File: config.mk
export PLATFORM = sky130hd
export DESIGN_NAME = result_deskew
export DESIGN_NICKNAME = d
export VERILOG_FILES = /design/src/rtl/result_deskew_pkg.sv /design/src/rtl/result_deskew_delay_line.sv /design/src/rtl/result_deskew.sv
export SDC_FILE = /design/constraint.sdc
export NUM_CORES = 1
export LEC_CHECK = 0
export BUFFER_PORTS_ARGS = -buffer_cell sky130_fd_sc_hd__buf_2
export CORE_ASPECT_RATIO = 0.9
export CORE_UTILIZATION = 50
export DETAILED_ROUTE_END_ITERATION = 10
export PLACE_DENSITY = 0.74
export SLEW_MARGIN = 20
export SYNTH_ARGS = -nofsm -noshare
export SYNTH_HDL_FRONTEND = slang
export SYNTH_SLANG_ARGS = --single-unit
File: constraint.sdc
create_clock -name clk -period 12.6 [get_ports clk]
set_input_delay 1.89 -clock clk [delete_from_list [all_inputs] [get_ports clk]]
set_output_delay 1.89 -clock clk [all_outputs]
set_load 0.01 [all_outputs]
File: src/rtl/result_deskew_pkg.sv
// Shared types for the result deskew block: row-counter FSM states and
// the width helper used for the row index port.
package result_deskew_pkg;

    typedef enum logic {
        IDLE    = 1'b0,
        COLLECT = 1'b1
    } deskew_state_e;

    // A single-row tile still needs a 1-bit index port.
    function automatic int row_w(input int dim);
        return (dim > 1) ? $clog2(dim) : 1;
    endfunction

endpackage

File: src/rtl/result_deskew_delay_line.sv
// Fixed-depth shift register with enable; q is the last registered stage,
// so a sample taken at edge t appears on q after edge t+DEPTH-1.
module delay_line #(
    parameter int DEPTH = 1,
    parameter int BITS  = 1
) (
    input  logic            clk,
    input  logic            rst,
    input  logic            en,
    input  logic [BITS-1:0] d,
    output logic [BITS-1:0] q
);

    logic [BITS-1:0] stage_q [DEPTH];

    always_ff @(posedge clk) begin
        if (rst) begin
            for (int k = 0; k < DEPTH; k++) begin
                stage_q[k] <= '0;
            end
        end else if (en) begin
            stage_q[0] <= d;
            for (int k = 1; k < DEPTH; k++) begin
                stage_q[k] <= stage_q[k-1];
            end
        end
    end

    assign q = stage_q[DEPTH-1];

endmodule

File: src/rtl/result_deskew.sv
// Realigns a skewed systolic result row (lane i arriving i cycles late)
// into one aligned row, and numbers the rows of each DIM-row tile.
module result_deskew
    import result_deskew_pkg::*;
#(
    parameter int BITS_C = 16,
    parameter int DIM    = 8
) (
    input  logic                    clk,
    input  logic                    rst,
    input  logic                    en,
    input  logic                    vin,
    input  logic [DIM*BITS_C-1:0]   Cin,
    output logic [DIM*BITS_C-1:0]   Cout,
    output logic                    vout,
    output logic [row_w(DIM)-1:0]   row_idx,
    output logic                    done
);

    localparam int            RW   = row_w(DIM);
    localparam logic [RW-1:0] LAST = RW'(DIM - 1);

    logic          vld_q;
    logic [RW-1:0] row_q;
    deskew_state_e state_q;

    // Lane i arrives i cycles after lane 0, so it needs DIM-i stages to line up.
    for (genvar gi = 0; gi < DIM; gi++) begin : g_lane
        delay_line #(
            .DEPTH (DIM - gi),
            .BITS  (BITS_C)
        ) u_lane (
            .clk (clk),
            .rst (rst),
            .en  (en),
            .d   (Cin[gi*BITS_C +: BITS_C]),
            .q   (Cout[gi*BITS_C +: BITS_C])
        );
    end

    delay_line #(
        .DEPTH (DIM),
        .BITS  (1)
    ) u_valid (
        .clk (clk),
        .rst (rst),
        .en  (en),
        .d   (vin),
        .q   (vld_q)
    );

    always_ff @(posedge clk) begin
        if (rst) begin
            state_q <= IDLE;
            row_q   <= '0;
        end else if (en && vld_q) begin
            case (state_q)
                IDLE: begin
                    if (DIM > 1) begin
                        row_q   <= RW'(1);
                        state_q <= COLLECT;
                    end
                end
                COLLECT: begin
                    if (row_q == LAST) begin
                        row_q   <= '0;
                        state_q <= IDLE;
                    end else begin
                        row_q <= row_q + RW'(1);
                    end
                end
            endcase
        end
    end

    // A frozen pipeline holds its last row, so qualify with en to keep vout/done low.
    assign vout    = vld_q & en;
    assign done    = vout & (row_q == LAST);
    assign row_idx = row_q;

endmodule

==> impl_metrics.json <==
{
  "status": "completed",
  "cts_tree": "yes",
  "post_drt_wl_per_cell_um": 13.7,
  "port_buffers": 264,
  "grt_setup_unrepaired": "false",
  "routed_via_density": 4.50,
  "nets": 1655,
  "drt_iter0_drc": 720,
  "postSynthAreaPerCell_um2": 16.8,
  "setup_viol": 0,
  "relSlewSlack": 0.268,
  "drc": 0,
  "die-height_um": 204,
  "period_minus_slack_ns": 4.54,
  "start_util": 0.510,
  "hp-class": "register to register",
  "timing.final.crit_share": 0.360,
  "cts.repair.resized": 0,
  "antenna_left": 0,
  "drv_slew": 0,
  "final_cell_mix": "edfxtp_1, and2_1, buf_2",
  "drive_gt1_frac": 0.225,
  "cp_data_required_time_ns": 12.82,
  "grt_max_degree": 197,
  "clk_pin_slew_ns": 0.06,
  "final_core_util": 0.570,
  "die_w_um": 226,
  "gr-total-overflow": 0,
  "holdWs_ns": 0.494,
  "crit_top_cell": "buf_12",
  "cap_violations": 0,
  "cts_setup_buffers": 0,
  "syn_nets": 1484,
  "fmax_mhz": 220,
  "tns_ns": 0,
  "routed_wirelength_um": 29700,
  "dr_wl_met2_um": 14600,
  "drt_pass1_iterations": 4,
  "critPathKind": "input pin to register",
  "critical_path.max_stage_delay_ns": 0.79,
  "hpwl_um": 16900,
  "yosysSeqAreaShare": 0.778,
  "p_per_area_nw_per_um2": 160,
  "cts_sinks": 588,
  "clock_latency_ns": 0.60,
  "wl_met3_um": 1360,
  "grt_pass1_wl_um": 45900,
  "place.gp.congestion": 0.779,
  "syn_area_um2": 22600,
  "grt_usage": 0.126,
  "hold_buffers": 0,
  "wl_met1_um": 12800,
  "ys_ff_latch": 588,
  "crit_path_cell_trace": "buf_2 > buf_4 > or2_4 > buf_12 > buf_12",
  "dp.cells": 2061,
  "synthCells": 1350,
  "tightest_slew_ns": 1.10,
  "p_leak_nw": 10.2,
  "stdcell_count": 2169,
  "finalHoldViolations": 0,
  "cp.arrival_ns": 4.76,
  "crit_fanout": 196,
  "p_total_w": 0.00404,
  "start_kind": "input pin",
  "dieArea_um2": 46100,
  "grt_pass1_vias": 9235,
  "core_um2": 44400,
  "ctsRootBufferMaster": "clkbuf_16",
  "highest_layer": "met4",
  "peakVddDrop_v": 0.000108,
  "n_fill_cell": 3402,
  "via_count": 9757,
  "cts_max_path_buffers": 3,
  "clock_skew_ns": 0.0235,
  "cts_inserted_buffers": 57,
  "ioPinCount": 265,
  "syn_to_final_growth_pct": 11.8,
  "cp_slowest_cell": "buf_12",
  "final_common_cell": "edfxtp_1",
  "antenna_found_initial": 1,
  "num_rows": 73,
  "ys_warn_count": 0,
  "critPathCaptureType": "register",
  "htreeDepth": 2,
  "synth_cell_types": 21
}
==> report_power, final <==
| part | internal (W) | switching [W] |
|---|---|---|
| logic | 0.0000674 | 0.000102 |
| registers | 0.00229 | 0.0000265 |
| clock network | 0.000868 | 0.000682 |
| total | 0.00323 | 0.000811 |
==> final timing paths <==
check                                                      from                                       endpoint  slack [ns]  cells after the start
setup / recovery                                            rst  g_lane[1].u_lane.stage_q[0][88]$_SDFFCE_PN0P_        8.06                      5
hold / removal    g_lane[1].u_lane.stage_q[0][36]$_SDFFCE_PN0P_  g_lane[1].u_lane.stage_q[0][52]$_SDFFCE_PN0P_        0.49                      1
setup reg to reg                        row_idx[0]$_SDFFE_PP0P_                           state_q$_SDFFE_PP0P_       11.30                      4
hold reg to reg   g_lane[1].u_lane.stage_q[0][36]$_SDFFCE_PN0P_  g_lane[1].u_lane.stage_q[0][52]$_SDFFCE_PN0P_        0.49                      1
==> worst max-delay path: cells and delay by family <==
| family | cells | cell delay [ns] |
|---|---|---|
| simple gates | 1 | 0.48 |
| buf+inv | 4 | 1.96 |
==> metrics by stage <==
stage	setup WS, ns	cell area [um2]
2_1_floorplan	2.75	22600
3_3_place_gp	7.57	23600
3_5_place_dp	7.49	23600
4_1_cts	8.14	25300
5_1_grt	7.90	25300
6_report	8.06	25300
==> kinds of logic (layout without fill, tap and decap cells) <==
logic type | after synthesis | in the layout | share of synthesized area
AOI/OAI and AO/OA | 7 | 7 | 0.00210
adders and majority gates | 2 | 2 | 0.00111
buffers and inverters | 161 | 379 | 0.0547
DFF | 588 | 588 | 0.778
muxes | 1 | 1 | 0.000442
other | 0 | 1 | 0
and+or+nand+nor | 591 | 591 | 0.164
==> state kept, by name, summed over array words and instances, names as in the netlist <==
signal                 flops
u_valid.stage_q            8
g_lane.u_lane.stage_q    576
state_q                    1
row_idx                    3
==> synth_stat cells, drive strengths merged <==
| master | instances | area [um2] |
|---|---|---|
| and2b | 1 | 7.51 |
| mux2i | 1 | 10.0 |
| and3 | 1 | 6.26 |
| and2 | 535 | 3350 |
| clkbuf | 29 | 121 |
| o21a | 1 | 7.51 |
| dfxtp | 4 | 80.1 |
| ha | 2 | 25.0 |
| a21bo | 1 | 10.0 |
| or2 | 1 | 6.26 |
| nand4 | 1 | 6.26 |
| nand2b | 1 | 6.26 |
| a211oi | 2 | 15.0 |
| nor2b | 50 | 313 |
| edfxtp | 584 | 17500 |
| a21oi | 3 | 15.0 |
| buf | 132 | 1120 |
| nand4bb | 1 | 11.3 |
==> area by class of cell <==
| type | instances | area, um2 | area share |
|---|---|---|---|
| flip-flops and latches | 588 | 17600 | 0.696 |
| multi-input cells | 601 | 3790 | 0.150 |
| clock buffers | 76 | 1520 | 0.0600 |
| repair buffers | 273 | 1440 | 0.0568 |
| well taps | 600 | 751 | 0.0297 |
| clock inverters | 30 | 198 | 0.00781 |
| diodes | 1 | 2.50 | 0.0000989 |
==> per-layer routing <==
layer  up-vias  global-route usage
met5         -                   0
met4         0              0.0637
met3        58              0.0267
met2       210               0.210
met1      4581               0.158
li1       4908                   -
Power figures use the tool's default switching activity.
